$ cat src/rtl/mst_stream_src.sv
// Framed streaming source for the Master FIFO read path (FPGA to host).
// Four independent per-channel packet generators feed the pre-fetch stage via a
// show-ahead req/dat/vld interface. Each packet is a header word, pkt_len payload
// words of a per-channel incrementing counter and, with MST_SRC_CRC_EN defined,
// an XOR checksum trailer.
// Optional feature macro: MST_SRC_CRC_EN (default build: undefined, no trailer).
module mst_stream_src #(
   parameter int unsigned SEQ_W   = 16,
   parameter int unsigned MAX_LEN = 4096
) (
   input  logic        clk,
   input  logic        rst,
   input  logic        mltcn,
   input  logic [3:0]  ch_en,
   input  logic [15:0] pkt_len,
   input  logic        ch0_req,
   input  logic        ch1_req,
   input  logic        ch2_req,
   input  logic        ch3_req,
   output logic [31:0] ch0_dat,
   output logic [31:0] ch1_dat,
   output logic [31:0] ch2_dat,
   output logic [31:0] ch3_dat,
   output logic [3:0]  ch_vld,
   output logic [3:0]  ch_eop,
   output logic [3:0]  pkt_done,
   output logic [3:0]  req_err
);

   typedef enum logic [1:0] {
      StIdle,
      StHdr,
`ifdef MST_SRC_CRC_EN
      StPay,
      StTrl
`else
      StPay
`endif
   } st_e;

   localparam logic [15:0] MaxLen16 = 16'(MAX_LEN);

   logic [15:0] len_clamp;
   logic [3:0]  req_v;
   logic [31:0] dat_arr [4];

   assign len_clamp = (pkt_len > MaxLen16) ? MaxLen16 : pkt_len;
   assign req_v     = {ch3_req, ch2_req, ch1_req, ch0_req};

   for (genvar n = 0; n < 4; n++) begin : g_ch
      localparam logic [1:0] ChId  = 2'(n);
      localparam bit         IsCh0 = (n == 0);

      st_e              state_q, state_d;
      logic [15:0]      rem_q, rem_d;
      logic [SEQ_W-1:0] seq_q, seq_d;
      logic [31:0]      pay_q, pay_d;
      logic [31:0]      dat_q, dat_d;
      logic             vld_q, vld_d;
      logic             eop_q, eop_d;
      logic             done_q, done_d;
      logic             err_q, err_d;
`ifdef MST_SRC_CRC_EN
      logic [31:0]      crc_q, crc_d;
`endif
      logic             active, pop, fin;

      assign active = ch_en[n] & (IsCh0 | mltcn);
      assign pop    = req_v[n] & vld_q;

      // Next-state and next-word computation; outputs are registered so dat_d is
      // the word that will be visible in the following cycle.
      always_comb begin
         state_d = state_q;
         rem_d   = rem_q;
         seq_d   = seq_q;
         pay_d   = pay_q;
         dat_d   = dat_q;
         vld_d   = vld_q;
         eop_d   = eop_q;
         done_d  = 1'b0;
         err_d   = err_q | (req_v[n] & ~vld_q);
         fin     = 1'b0;
`ifdef MST_SRC_CRC_EN
         crc_d   = crc_q;
`endif
         unique case (state_q)
            StIdle: begin
               // The pkt_done cycle is a mandatory gap before the next header
               if (active && !done_q) begin
                  state_d = StHdr;
                  rem_d   = len_clamp;
                  vld_d   = 1'b1;
                  dat_d   = {8'hA5, 6'b0, ChId, 16'(seq_q)};
`ifdef MST_SRC_CRC_EN
                  eop_d   = 1'b0;
                  crc_d   = '0;
`else
                  eop_d   = (len_clamp == 16'd0);
`endif
               end
            end
            StHdr: begin
               if (pop) begin
                  if (rem_q != 16'd0) begin
                     state_d = StPay;
                     dat_d   = pay_q;
`ifdef MST_SRC_CRC_EN
                     eop_d   = 1'b0;
`else
                     eop_d   = (rem_q == 16'd1);
`endif
                  end else begin
`ifdef MST_SRC_CRC_EN
                     state_d = StTrl;
                     dat_d   = crc_q;
                     eop_d   = 1'b1;
`else
                     fin     = 1'b1;
`endif
                  end
               end
            end
            StPay: begin
               if (pop) begin
                  pay_d = pay_q + 32'd1;
                  rem_d = rem_q - 16'd1;
`ifdef MST_SRC_CRC_EN
                  crc_d = crc_q ^ pay_q;
`endif
                  if (rem_q == 16'd1) begin
`ifdef MST_SRC_CRC_EN
                     state_d = StTrl;
                     dat_d   = crc_q ^ pay_q;
                     eop_d   = 1'b1;
`else
                     fin     = 1'b1;
`endif
                  end else begin
                     dat_d = pay_q + 32'd1;
`ifndef MST_SRC_CRC_EN
                     eop_d = (rem_q == 16'd2);
`endif
                  end
               end
            end
`ifdef MST_SRC_CRC_EN
            StTrl: begin
               if (pop) fin = 1'b1;
            end
`endif
            default: state_d = StIdle;
         endcase
         if (fin) begin
            state_d = StIdle;
            vld_d   = 1'b0;
            eop_d   = 1'b0;
            dat_d   = '0;
            done_d  = 1'b1;
            seq_d   = seq_q + SEQ_W'(1);
         end
      end

      // Channel state and registered outputs; rst abandons any packet in flight
      always_ff @(posedge clk) begin
         if (rst) begin
            state_q <= StIdle;
            rem_q   <= '0;
            seq_q   <= '0;
            pay_q   <= '0;
            dat_q   <= '0;
            vld_q   <= 1'b0;
            eop_q   <= 1'b0;
            done_q  <= 1'b0;
            err_q   <= 1'b0;
`ifdef MST_SRC_CRC_EN
            crc_q   <= '0;
`endif
         end else begin
            state_q <= state_d;
            rem_q   <= rem_d;
            seq_q   <= seq_d;
            pay_q   <= pay_d;
            dat_q   <= dat_d;
            vld_q   <= vld_d;
            eop_q   <= eop_d;
            done_q  <= done_d;
            err_q   <= err_d;
`ifdef MST_SRC_CRC_EN
            crc_q   <= crc_d;
`endif
         end
      end

      assign dat_arr[n]  = dat_q;
      assign ch_vld[n]   = vld_q;
      assign ch_eop[n]   = eop_q;
      assign pkt_done[n] = done_q;
      assign req_err[n]  = err_q;
   end

   assign ch0_dat = dat_arr[0];
   assign ch1_dat = dat_arr[1];
   assign ch2_dat = dat_arr[2];
   assign ch3_dat = dat_arr[3];

endmodule

$ cat config.mk
export PLATFORM = sky130hd
export DESIGN_NAME = mst_stream_src
export DESIGN_NICKNAME = d
export VERILOG_FILES = /design/src/rtl/mst_stream_src.sv
export SDC_FILE = /design/constraint.sdc
export NUM_CORES = 1
export LEC_CHECK = 0
export CORE_UTILIZATION = 59
export DETAILED_ROUTE_END_ITERATION = 8
export HOLD_SLACK_MARGIN = 0.08
export PLACE_DENSITY = 0.91
export SLEW_MARGIN = 15
export SYNTH_ARGS = -nofsm -noshare
export SYNTH_HDL_FRONTEND = slang
export SYNTH_SLANG_ARGS = --single-unit
$ cat constraint.sdc
create_clock -name clk -period 3.8 [get_ports clk]
set_input_delay 0.76 -clock clk [delete_from_list [all_inputs] [get_ports clk]]
set_output_delay 0.76 -clock clk [all_outputs]
set_load 0.03 [all_outputs]
Word-level counts from Yosys, hierarchy flattened
Cells that the tools add are included.

cells by class
  add/subtract/negate cells = 12
  magnitude comparators = 1
  shifts and indexed selects = 0
  muxes and demuxes = 101
  bitwise logic cells = 23
  multipliers = 0
  div/mod/pow operators = 0
  reductions and logical operators = 49
  equal/unequal tests = 36

operators with widths
  kind                                                             number
  2-to-1 mux 32 bit                                                20
  one-hot mux 32 bit (3 select lines)                              4
  2-to-1 mux 16 bit                                                9
  adder 32 x 1 -> 32 bit, second input constant                    4
  one-hot mux 16 bit (2 select lines)                              4
  adder 16 x 1 -> 16 bit, second input constant                    4
  == test 16 x 1 -> 1 bit, second input constant                   4
  == test 16 x 2 -> 1 bit, second input constant                   4
  nonzero test 16 bit                                              4
  subtractor 16 x 1 -> 16 bit, second input constant               4
  2-to-1 mux 1 bit                                                 40
  != test 2 bit, second input constant                             20
  2-to-1 mux 2 bit                                                 12
  one-hot mux 2 bit (3 select lines)                               4
  AND reduction 6 bit                                              4
  greater-than comparator 16 x 13 -> 1 bit, second input constant  1
  zero test 16 bit                                                 1
  AND reduction 2 bit                                              8
  AND reduction 4 bit                                              4
  one-hot mux 1 bit (3 select lines)                               4
  AND reduction 3 bit                                              4
  nonzero test 3 bit                                               4
  AND 1 bit                                                        11
  == test 2 x 1 -> 1 bit, second input constant                    4
  9 further kinds                                                  40

storage, ports and cells
  ROM bits = 0
  memories kept = 0
  input port bits = 27
  output and inout port bits = 144
  RAM bits = 0
  register bits = 408
  latch bits = 0
  logic and storage cells = 258

Depth between registers and ports, before layout
Gate-level depths: netlist (run 1).

  depth in word-level cells = 5
  mapped depth = 11
  depth with buffers taken out = 8

Worst setup path after synthesis (run 1)
OpenSTA, ideal clock, no wires.

  kind = reg2reg
  from = reg g_ch[3].state_q[0]
  to = reg g_ch[3].dat_q[20] (netlist: ch3_dat[20])
  setup time = 117 ps
  arrival = 2611 ps
  path buffers = 2
  clock period less this slack = 2728 ps
  path slack = 1072 ps
  cell stages (with the launch flop) = 10
  required time = 3683 ps
  cells stage by stage = dfxtp_1 > inv_1 > ha_1 > clkbuf_1 > clkinv_1 > or3_1 > clkbuf_1 > o21ai_1 > nor2_1 > a22o_1

on the way
  longest elaborated chain between the ends = 3
  elaborated cells on any way between the ends = 13
  those cells by class = eq/ne: 7; mux: 2; reduce/logical: 4

RTL lines
  what                                                                 line  RTL
  from (decl)                                                          54    st_e state_q, state_d;
  from (signal assigned)                                               167   state_q <= StIdle;
  from (signal assigned)                                               180   state_q <= state_d;
  == test 2 bit, or another cell as far along                          87    unique case (state_q)
  != test 2 bit (no line), or another cell as far along                n/a
  AND reduction 6 bit (no line) or OR reduction 2 bit (tied branches)  n/a
  to (signal assigned)                                                 184   dat_q <= dat_d;
  to (decl)                                                            58    logic [31:0] dat_q, dat_d;

Several ways; a longest one is shown, not always the timed one.
A chain may end at the register's enable or synchronous reset.

Final worst setup path (run 1)
  from = reg g_ch[1].state_q[0]
  to = reg g_ch[1].dat_q[11] (netlist: ch1_dat[11])

on the way
  longest elaborated chain between the ends = 3
  elaborated cells on any way between the ends = 13
  those cells by class = eq/ne: 7; mux: 2; reduce/logical: 4

RTL lines
  what                                                                 line
  from (decl)                                                          54
  from (signal assigned)                                               167
  from (signal assigned)                                               180
  == test 2 bit, or another cell as far along                          87
  != test 2 bit (no line), or another cell as far along                n/a
  AND reduction 6 bit (no line) or OR reduction 2 bit (tied branches)  n/a
  to (signal assigned)                                                 184
  to (decl)                                                            58

Several ways; a longest one is shown, not always the timed one.

==> impl_metrics.ini, run 1 <==
[status]
status = finished with violations
violations = design-rule violations

[drt]
vias = 22500
drtPass1Iterations = 9
wirelength_mm = 64.4
drc = 1
routedWlPerCell_um = 18.8
drt-initial-drc-count = 2749
viasPerCell = 6.60
ant_nets = 0

[synth]
synth_cell_types = 76
synth_most_common_cell = dfxtp_1
synth.yosys.seq_area_share_pct = 37.2
ys_seq_elements = 408
yosysTopAreaCellShare_pct = 37.2
syn_area_sq_mm = 0.0220
synth.yosys.warnings = 0
async_reset_ff_share_pct = 0
synthTopCellsByCount = dfxtp_1, nor2_1, nand2_1
avgSynthCellArea_sq_um = 7.73
synthCells = 2840
synth_area_leaders = dfxtp_1, nor2_1, o21ai_0
synthesis.nets = 2906
synth_edf_count = 0
ys.flop_type = dfxtp_1
synth_area_leader_cell = dfxtp_1

[critical_path]
path_class = flip-flop to flip-flop
crit_top_cell = buf_4
critPathRequiredTime_ps = 4300
end_kind = flip-flop
slowest_stage = nor2_1
cp_slowest_stage_delay_ps = 880
critPathMaxFanout = 16
crit_path_start_kind = flip-flop
crit_arrival_ps = 3540
path_cells = inv_1, ha_1, buf_4, mux2_2, nand4_1, o21ai_1, buf_4, nor2_1, a22o_1

[floorplan]
start_util_pct = 60.0
fp.dieW_um = 195
core_sq_mm = 0.0366
dieArea_sq_mm = 0.0380
die_y_um = 195
pin_count = 171
fp-row-count = 70

[final_layout]
area_growth_syn_to_layout_pct = 15.6
final_nets = 2980
drive_gt1_share_pct = 6.04
instances_no_fill = 3416

[clock_tree]
cts_resized = 0
clockBufferDepth = 3
clock-root-buffer = clkbuf_16
ctsHoldBuffers = 0
cts_setup_buffers = 0
numCtsBuffers = 45
path_clk_slew_ps = 60
clock_latency_ps = 570
ctsHtreeMaxLevel = 2
cts_tree = done
clock_sinks = 408

[placement]
hpwlAfterDp_mm = 43.4
placed_cells = 3335
port_buffers = 170
place.gp.congestion = 0.942

[pwr]
leakagePower_nw = 8.63
p_per_area_mw_per_mm2 = 653
peakVddDrop_uv = 427

[global_routing]
grt_pass1_vias = 21400
grt_pass1_wl_mm = 106
antenna_found_initial = 1
grt_max_degree = 78
grt.total_usage_pct = 33.1
gr-total-overflow = 0

[sta]
finalSetupViolations = 0
max_freq_ghz = 0.329
timing.final.crit_share_pct = 79.9
tightest_slew_ps = 1160
drv_slew = 0
finalClockSkew_ps = 14.0
hold_viol = 0
fin_hold_ws_ps = 458
min_period_ps = 3040
setup_tns_ps = 0
relSlewSlack_pct = 22.2
grt_setup_unrepaired = no

[worst_hold_path]
hold_path_class = flip-flop to flip-flop

[run]
drv_cap = 0
==> cell families after synthesis <==
logic type	count (synthesis)	synth area share, %
AND/OR/NAND/NOR	1170	25.8
adder cells (fa/ha/maj)	39	2.22
multiplexers	14	0.673
flip-flops	408	37.2
buffers and inverters	270	4.96
AO/OA/AOI/OAI	764	22.1
XOR/XNOR	175	6.98
==> where the power goes <==
| part | switching [W] | internal, W |
|---|---|---|
| Sequential | 0.000446 | 0.00485 |
| Clock | 0.00179 | 0.00262 |
| Combinational | 0.00450 | 0.00238 |
==> path summary, 6_finish.rpt <==
kind / cells past startpoint / to / slack (ps) / from
worst max-delay path: 9 / ch1_dat[11]$_SDFFE_PP0P_ / 760 / g_ch[1].state_q[0]$_SDFFE_PP0P_
worst min-delay path: 2 / ch3_dat[0]$_SDFFE_PP0P_ / 460 / ch3_dat[0]$_SDFFE_PP0P_
worst max register to register: 9 / ch1_dat[11]$_SDFFE_PP0P_ / 760 / g_ch[1].state_q[0]$_SDFFE_PP0P_
worst min register to register: 2 / ch3_dat[0]$_SDFFE_PP0P_ / 460 / ch3_dat[0]$_SDFFE_PP0P_
==> cell type report <==
type | instances | area (sq um)
sequential | 408 | 8170
timing repair buffer | 233 | 2180
tap | 468 | 586
fill | 2910 | 11200
inverter | 64 | 240
clock inverter | 11 | 111
multi-input combinational | 2162 | 12700
clock buffer | 69 | 1380
antenna | 1 | 2.50
==> cell usage in the layout, fill, tap and decap left out, types with 39 or more instances in the layout <==
cell / Yosys / layout
inv_1: 62 / 62
nand3_1: 112 / 112
dfxtp_1: 408 / 408
nand2_1: 280 / 280
xnor2_1: 98 / 98
nand4_1: 83 / 83
nor2_1: 345 / 344
o211ai_1: 40 / 40
a31oi_1: 52 / 52
buf_4: 16 / 63
o21ai_0: 228 / 228
xor2_1: 77 / 77
or3_1: 56 / 56
ha_1: 39 / 39
nor3_1: 91 / 90
clkdlybuf4s50_1: 0 / 169
clkbuf_16: 0 / 45
a21oi_1: 193 / 193
nor4_1: 41 / 39
==> layer usage <==
metal  GRT usage (%)  vias to the layer above  share of wire [%]
li1                -                    10500                  -
met1            43.7                    10600                 41
met2            54.1                     1262                 46
met3            4.34                      219                9.7
met4            14.7                        0                3.5
met5               0                        -                  0
==> through the flow <==
step | area, sq um | power [W] | setup slack, ps | util [%]
final | 25400 | 0.0166 | 764 | 69.3
after global routing | 25400 | 0.0174 | 574 | 69.3
after CTS | 25400 | 0.0165 | 780 | 69.3
after detailed placement | 23900 | 0.0121 | 652 | 65.2
after global placement | 23900 | 0.0119 | 727 | 65.2
after floorplan | 22000 | 0.00984 | 1070 | -
==> state kept, by name, indices dropped and copies added, names as in the netlist <==
name / flops
g_ch.pay_q: 128
g_ch.rem_q: 64
g_ch.seq_q: 64
ch0_dat: 32
ch1_dat: 32
ch2_dat: 32
ch3_dat: 32
g_ch.state_q: 8
g_ch.done_q: 4
g_ch.eop_q: 4
g_ch.err_q: 4
g_ch.vld_q: 4
==> worst max-delay path, delay by kind of cell (launching register included) <==
family | cells | cell delay (ps)
AND/OR/NAND/NOR | 2 | 1110
AO/OA/AOI/OAI | 2 | 400
adder cells (fa/ha/maj) | 1 | 210
multiplexers | 1 | 390
buffers and inverters | 3 | 520
flip-flops | 1 | 340
(Power assumes the default switching activity.)
==> run 2: changes to the inputs <==
- clock period: 3.8 -> 3 ns (I/O delays scaled with it)
==> run 2 against run 1 <==
  * The flow now finishes without violations
  * Global-route usage barely moved
  * Final area rose by 1.2%
  * Count of clock-buffer cells in the layout fell by 2
  * Via count fell by 0.51%
  * Die area did not move
  * Hold slack got worse by 1.1 ps
  * Non-clock buffer count rose by 46
  * Largest power group unchanged
==> impl_metrics.ini, run 2 (same netlist as run 1, synthesis figures left out) <==
[final_layout]
multi_input_area_sq_mm = 0.0127
area_growth_syn_to_layout_pct = 17.1
seqCellArea_sq_mm = 0.00817
largest_reg_flops = 128
reg_top3 = g_ch.pay_q (128), g_ch.rem_q (64), g_ch.seq_q (64)
drive_gt1_share_pct = 7.20
fillers = 2928
fin_area_sq_mm = 0.0257
layout.cells.most_common = dfxtp_1
final_cell_mix = dfxtp_1, nor2_1, nand2_1
post-route-util_pct = 70.2
largest-register = g_ch.pay_q
final_nets = 3026

[drt]
ant_nets = 0
drc = 0
drtPass1Iterations = 6
routedWlPerCell_um = 18.7
drt-initial-drc-count = 2445
wirelength_mm = 64.6
viasPerCell = 6.49
vias = 22400

[critical_path]
crit_arrival_ps = 3200
crit_path_start_kind = flip-flop
reg2reg_depth = 7
critPathMaxFanout = 8
rrSetupSlack_ps = 230
reg2reg_to = g_ch[0].seq_q[9]$_SDFFE_PP0P_
crit_top_cell = or4_4
critical_path.startpoint = g_ch[0].rem_q[4]$_SDFFE_PP0P_
reg2reg_from = g_ch[0].rem_q[4]$_SDFFE_PP0P_
path_cells = or4_4, or3_1, or4_4, buf_4, nor3_1, xnor2_1, nor2_1
critPathRequiredTime_ps = 3430
cp_slowest_stage_delay_ps = 600
end_kind = flip-flop
path_class = flip-flop to flip-flop
slowest_stage = or4_4

[sta]
max_freq_ghz = 0.361
finalSetupViolations = 0
drv_slew = 0
relSlewSlack_pct = 35.3
setup_tns_ps = 0
hold_viol = 0
worst_slack_ps = 230
timing.final.crit_share_pct = 92.3
grt_setup_unrepaired = no
tightest_slew_ps = 966
finalClockSkew_ps = 19.0
min_period_ps = 2770

[placement]
preCtsSetupSlack_ps = 220
hpwlAfterDp_mm = 43.8
place.gp.congestion = 0.934
postPlaceCellArea_sq_mm = 0.0242
port_buffers = 170

[global_routing]
grt.total_usage_pct = 33.1
grt_pass1_vias = 21000
gr-total-overflow = 0
grt_max_degree = 141
grt_pass1_wl_mm = 105
antenna_found_initial = 1

[clock_tree]
clockBufferDepth = 3
cts_resized = 0
clock_latency_ps = 590
cts_tree = done
clock-root-buffer = clkbuf_16
path_clk_slew_ps = 60
cts_setup_buffers = 0
ctsHtreeMaxLevel = 2
clock_sinks = 408
ctsHoldBuffers = 0
numCtsBuffers = 45

[worst_hold_path]
hp-start = ch3_dat[1]$_SDFFE_PP0P_
hold_path_class = flip-flop to flip-flop
whs_endpoint = ch3_dat[1]$_SDFFE_PP0P_
hold_depth = 2

[floorplan]
start_util_pct = 60.0
fp-row-count = 70
dieArea_sq_mm = 0.0380
core_sq_mm = 0.0366
die_y_um = 195
pin_count = 171
fp.dieW_um = 195

[pwr]
peakVddDrop_uv = 623
leakagePower_nw = 8.84
p_per_area_mw_per_mm2 = 825

[status]
status = finished, final reports clean

[run]
drv_cap = 0
-- run 2: per-layer routing --
layer  track usage (%)  wire (um)  part of all wire [%]
met1              43.4      26900                    42
met2              53.8      29800                    46
met3              5.40       5640                   8.7
met4              14.3       2270                   3.5
met5                 0          0                     0
-- run 2: metrics by stage --
step           hold WS, ps  std cells  power (W)
2_1_floorplan          432       2840     0.0125
4_1_cts                458       3456     0.0211
6_report               457       3457     0.0212
5_1_grt                479       3457     0.0222
3_5_place_dp           446       3381     0.0155
3_3_place_gp           441       3381     0.0153
-- run 2: final cells by class --
cell class,instances,area share [%]
sequential,408,31.8
clock inverter,8,0.365
antenna,1,0.00974
inverter,64,0.935
multi-input combinational,2162,49.5
timing repair buffer,279,9.91
clock buffer,67,5.26
tap,468,2.28
-- run 2: how the worst max path moves through the flow --
stage | end | slack [ps]
2_1_floorplan | ch3_dat[20]$_SDFFE_PP0P_ | 270
3_3_place_gp | ch2_dat[18]$_SDFFE_PP0P_ | 300
3_5_place_dp | ch0_dat[19]$_SDFFE_PP0P_ | 220
4_1_cts | ch0_dat[27]$_SDFFE_PP0P_ | 240
5_1_grt | ch0_dat[27]$_SDFFE_PP0P_ | 70
6_report | g_ch[0].seq_q[9]$_SDFFE_PP0P_ | 230
-- run 2: where the power goes --
part	internal [W]	switching, W
sequential	0.00614	0.000565
combinational	0.00321	0.00577
clock	0.00326	0.00226
-- run 2: worst max-delay path: cells and delay by family, from the launching register on --
kind | cells | cell delay, ps
DFF | 1 | 360
and+or+nand+nor | 5 | 1900
xor gates and xnor gates | 1 | 170
buffers and inverters | 1 | 200
